==> src/rtl/digit_scan.sv <==
// digit_scan: 4-digit multiplexed display scanner with frame-synchronous value update.
// Each digit slot lasts CLK_DIV cycles. The first DEAD cycles of a slot are blank so
// segment drivers can settle without ghosting into the neighbouring digit.
// A new value is held in a shadow register and moved to the display register only at
// the frame boundary, so a frame never shows a mix of old and new digits.
// Optional feature: define DIGIT_SCAN_LZB_EN to compile in leading-zero blanking.
module digit_scan #(
  parameter int CLK_DIV = 50000,
  parameter int DEAD    = 500
) (
  input  logic        clk,
  input  logic        reset,
  input  logic [15:0] value,
  input  logic        load,
  output logic [3:0]  num,
  output logic [3:0]  digit,
  output logic        blank,
  output logic        pending,
  output logic        frame_done
);

  localparam int                CNT_W   = (CLK_DIV > 2) ? $clog2(CLK_DIV) : 1;
  localparam logic [CNT_W-1:0]  CNT_MAX = CNT_W'(CLK_DIV - 1);
  localparam logic [CNT_W-1:0]  DEAD_C  = CNT_W'(DEAD);

  logic [CNT_W-1:0] r_cnt;
  logic [1:0]       r_idx;
  logic [15:0]      r_disp;
  logic [15:0]      r_pend;
  logic             r_pending;
  logic             r_frame_done;

  logic             w_cnt_wrap;
  logic             w_boundary;
  logic             w_slot_blank;
  logic             w_active;
  logic [3:0]       w_onehot;

  assign w_cnt_wrap = (r_cnt == CNT_MAX);
  assign w_boundary = w_cnt_wrap && (r_idx == 2'd3);

  // Prescaler, slot index, display/shadow registers and frame pulse.
  // NOTE: sequential state uses non-blocking assignments so every register samples
  // the pre-edge values of the others, independent of statement order.
  always_ff @(posedge clk) begin
    if (reset) begin
      r_cnt        <= '0;
      r_idx        <= 2'd0;
      r_disp       <= 16'h0000;
      r_pend       <= 16'h0000;
      r_pending    <= 1'b0;
      r_frame_done <= 1'b0;
    end else begin
      r_cnt        <= w_cnt_wrap ? '0 : r_cnt + 1'b1;
      r_frame_done <= w_boundary;
      if (w_cnt_wrap) begin
        r_idx <= r_idx + 2'd1;
      end

      if (w_boundary) begin
        // A load landing on the boundary bypasses the shadow and wins over it.
        if (load) begin
          r_disp <= value;
        end else if (r_pending) begin
          r_disp <= r_pend;
        end
        r_pending <= 1'b0;
      end else if (load) begin
        r_pend    <= value;
        r_pending <= 1'b1;
      end
    end
  end

`ifdef DIGIT_SCAN_LZB_EN
  // Leading-zero blanking: slot k (k>0) is dark when every nibble from k upward is zero.
  // NOTE: the default assignment first keeps this combinational block latch-free.
  always_comb begin
    w_slot_blank = 1'b0;
    case (r_idx)
      2'd1:    w_slot_blank = (r_disp[15:4]  == 12'h000);
      2'd2:    w_slot_blank = (r_disp[15:8]  == 8'h00);
      2'd3:    w_slot_blank = (r_disp[15:12] == 4'h0);
      default: w_slot_blank = 1'b0;
    endcase
  end
`else
  assign w_slot_blank = 1'b0;
`endif

  // Output decode straight from registered state: zero latency from cnt/idx.
  always_comb begin
    w_onehot = 4'b0001 << r_idx;
    w_active = (r_cnt >= DEAD_C) && !w_slot_blank;
  end

  assign digit      = w_active ? w_onehot : 4'b0000;
  assign blank      = !w_active;
  assign num        = r_disp[{r_idx, 2'b00} +: 4];
  assign pending    = r_pending;
  assign frame_done = r_frame_done;

endmodule

==> config.mk <==
export PLATFORM = sky130hd
export DESIGN_NAME = digit_scan
export DESIGN_NICKNAME = d
export VERILOG_FILES = /design/src/rtl/digit_scan.sv
export SDC_FILE = /design/constraint.sdc
export NUM_CORES = 1
export LEC_CHECK = 0
export CORE_ASPECT_RATIO = 1.4
export CORE_MARGIN = 2
export CORE_UTILIZATION = 25
export CTS_CLUSTER_DIAMETER = 200
export DETAILED_ROUTE_END_ITERATION = 6
export PLACE_DENSITY_LB_ADDON = 0.15
export SYNTH_ARGS = -nofsm -noshare
export SYNTH_HDL_FRONTEND = slang
export SYNTH_SLANG_ARGS = --single-unit
==> constraint.sdc <==
create_clock -name clk -period 2.8 [get_ports clk]
set_input_delay 0.56 -clock clk [delete_from_list [all_inputs] [get_ports clk]]
set_output_delay 0.56 -clock clk [all_outputs]
set_load 0.05 [all_outputs]
==> run metrics <==
final net count 327; CTS clk-pin slew, worst paths 0.06 ns; GR Overflow Total 0; Peak Freq 0.371 GHz; PortBufs 29; mux share of post-synthesis cell area 16.4%; top_reg_cell synth dfxtp_1; I/O Pins 30; status finished clean; Netlist cell types 36; static leakage 0.00113 uW; Worst Setup Path Type reg2out; register area 1040 sq um; cell area after synthesis 2620 sq um; drt wl/cell 15.3 um; PwrDens 481 nW/um^2; max-slew violations 0; layout cells sized above 1 15.5%; EDFF count, synth 0; synth cell count leaders 52 x dfxtp_1, 37 x nand2_1, 20 x a21oi_1; XOR/XNOR Fraction of Synth Area 4.01%; Pre-antenna DRT Iters 4; n_diodes 0; Synth Area in Compound Gates 11.2%; Core Box Area 10300 sq um; Critical Path Sink Type output pin; CTS buffer count 5; count leader, synth dfxtp_1; Least-Margin Pin Slew 0.506 ns; Worst setup SP type flop; Syn Inst Count 281; Final Hold Violating Endpoints 0; largest cells by area after synthesis dfxtp_1 40%, mux2_2 6.9%, mux2i_1 6.1%, nand2_1 5.3%, o31ai_1 4.9%; final setup violation count 0; Clock Sinks 52; Max rail drop VDD 206 uV; largest net degree at the start of global routing 22; syn_nets 306; global placer's final weighted congestion 0.704; Clock Latency Late Sink 0.30 ns; adder-cell share of the synthesized area 2.87%; via/cell ratio 4.69; cell taking the most area after synthesis dfxtp_1; Post-Syn Area per Cell 9.32 sq um; # fillers 1123; simple-gate area share of the yosys netlist 20.4%; vias in the first global route 2073; Synth async-reset ratio 0%; num rows 44; Chip Height 125 um; Relative slew margins 66.2%; post-synth top area share 39.7%; H-tree depth 2; CTS tree yes; Layout area overhead 20.9%; clock skew 0.00730 ns; Clock Root Buffer clkbuf_16; Yosys reg bits 52; antenna-violating nets left 0; die width 90.5 um; setup bufs post-CTS 0; Worst EP required 2.24 ns; dpl cells 433; total number of vias 2070; area of the multi-input gates 1440 sq um; max cap viols 0; RSZ-0062 raised after global routing false; hpwl dp 4610 um; first-pass GRT wire length 11000 um; share of the clock period used by the worst path 96.4%; sequential-to-total area share from yosys stat 39.7%; initial antenna violation count 0; 1st-iter DRT viols 124; Starting Density 25.4%; yosys warns 0; Hold Crit Class reg2reg; largest fanout on the critical path 8; GRT Util Overall 12.0%; DIE AREA 11300 sq um; Final TNS setup 0 ns; CTS max path bufs 2; Cell Count, Final, Fillers Out 441; combinational family with the most area after synthesis simple AND/OR/NAND/NOR gates; DRC 0; final WL 6740 um; total power 1520 uW; Arr. time, crit path 2.14 ns; final worst path period need 2.70 ns
-- worst max-delay path: stages, from the launching register on --
cell and delay, ns:
dfxtp_1 0.55, mux4_2 0.58, clkdlybuf4s50_1 0.72
-- final cells by class --
type / instances / share of cell area, %
clock buffers: 6 / 4.38
clock inverters: 2 / 0.316
inverters: 8 / 0.948
multi-input cells: 199 / 45.5
flip-flops and latches: 52 / 32.9
well taps: 138 / 5.45
repair buffers: 36 / 10.6
-- report_power, final --
group          internal (uW)  switching (uW)  total (uW)
sequential               758            11.3         770
combinational           63.8            57.2         121
clock                    353             280         633
-- final timing paths --
kind | to | slack [ns] | from | depth (start not counted)
setup / recovery | num[0] | 0.10 | r_idx[0] | 2
hold / removal | r_pend[8] | 0.46 | r_pend[8] | 2
setup reg to reg | r_cnt[13] | 0.70 | r_cnt[0] | 6
hold reg to reg | r_pend[8] | 0.46 | r_pend[8] | 2
-- metrics by stage --
stage | utilization (%) | cell area [sq um] | hold slack (ns) | setup slack, ns
2_1_floorplan | - | 2620 | 0.432 | 0.864
3_3_place_gp | 29.3 | 3020 | 0.440 | 0.411
3_5_place_dp | 29.3 | 3020 | 0.448 | 0.387
4_1_cts | 30.7 | 3170 | 0.460 | 0.0598
5_1_grt | 30.8 | 3170 | 0.476 | 0.00889
6_report | 30.8 | 3170 | 0.457 | 0.102
-- state kept, by name, summed over array words and instances, names as in the netlist --
name,count
r_disp,16
frame_done,1
pending,1
r_pend,16
r_idx,2
r_cnt,16
-- routing by layer --
metal / part of all wire [%] / track usage [%]
met1: 46 / 15.1
met2: 50 / 20.9
met3: 2.8 / 2.35
met4: 1.2 / 3.53
met5: 0 / 0
-- repair_timing --
action,CTS,global route
setup endpoints to repair,0,1
hold buffers,0,0
gates resized for setup,0,1
-- logic make-up after synthesis --
family,Yosys count
muxes,36
buffers and inverters,30
xor gates and xnor gates,12
DFF,52
and+or+nand+nor,100
AOI/OAI and AO/OA,45
adders and majority gates,6
-- placed cells by master (no fill, tap or decap), types with 6 or more instances in the layout --
cell and n:
nor2_1 15, dfxtp_1 52, xor2_1 10, a21oi_1 20, nand3_1 9, inv_1 7
nand2_1 37, mux2_2 16, clkdlybuf4s50_1 24, mux2i_1 16, nand4_1 19, buf_4 11
ha_1 6, o31ai_1 17
Power figures use the tool's default switching activity.
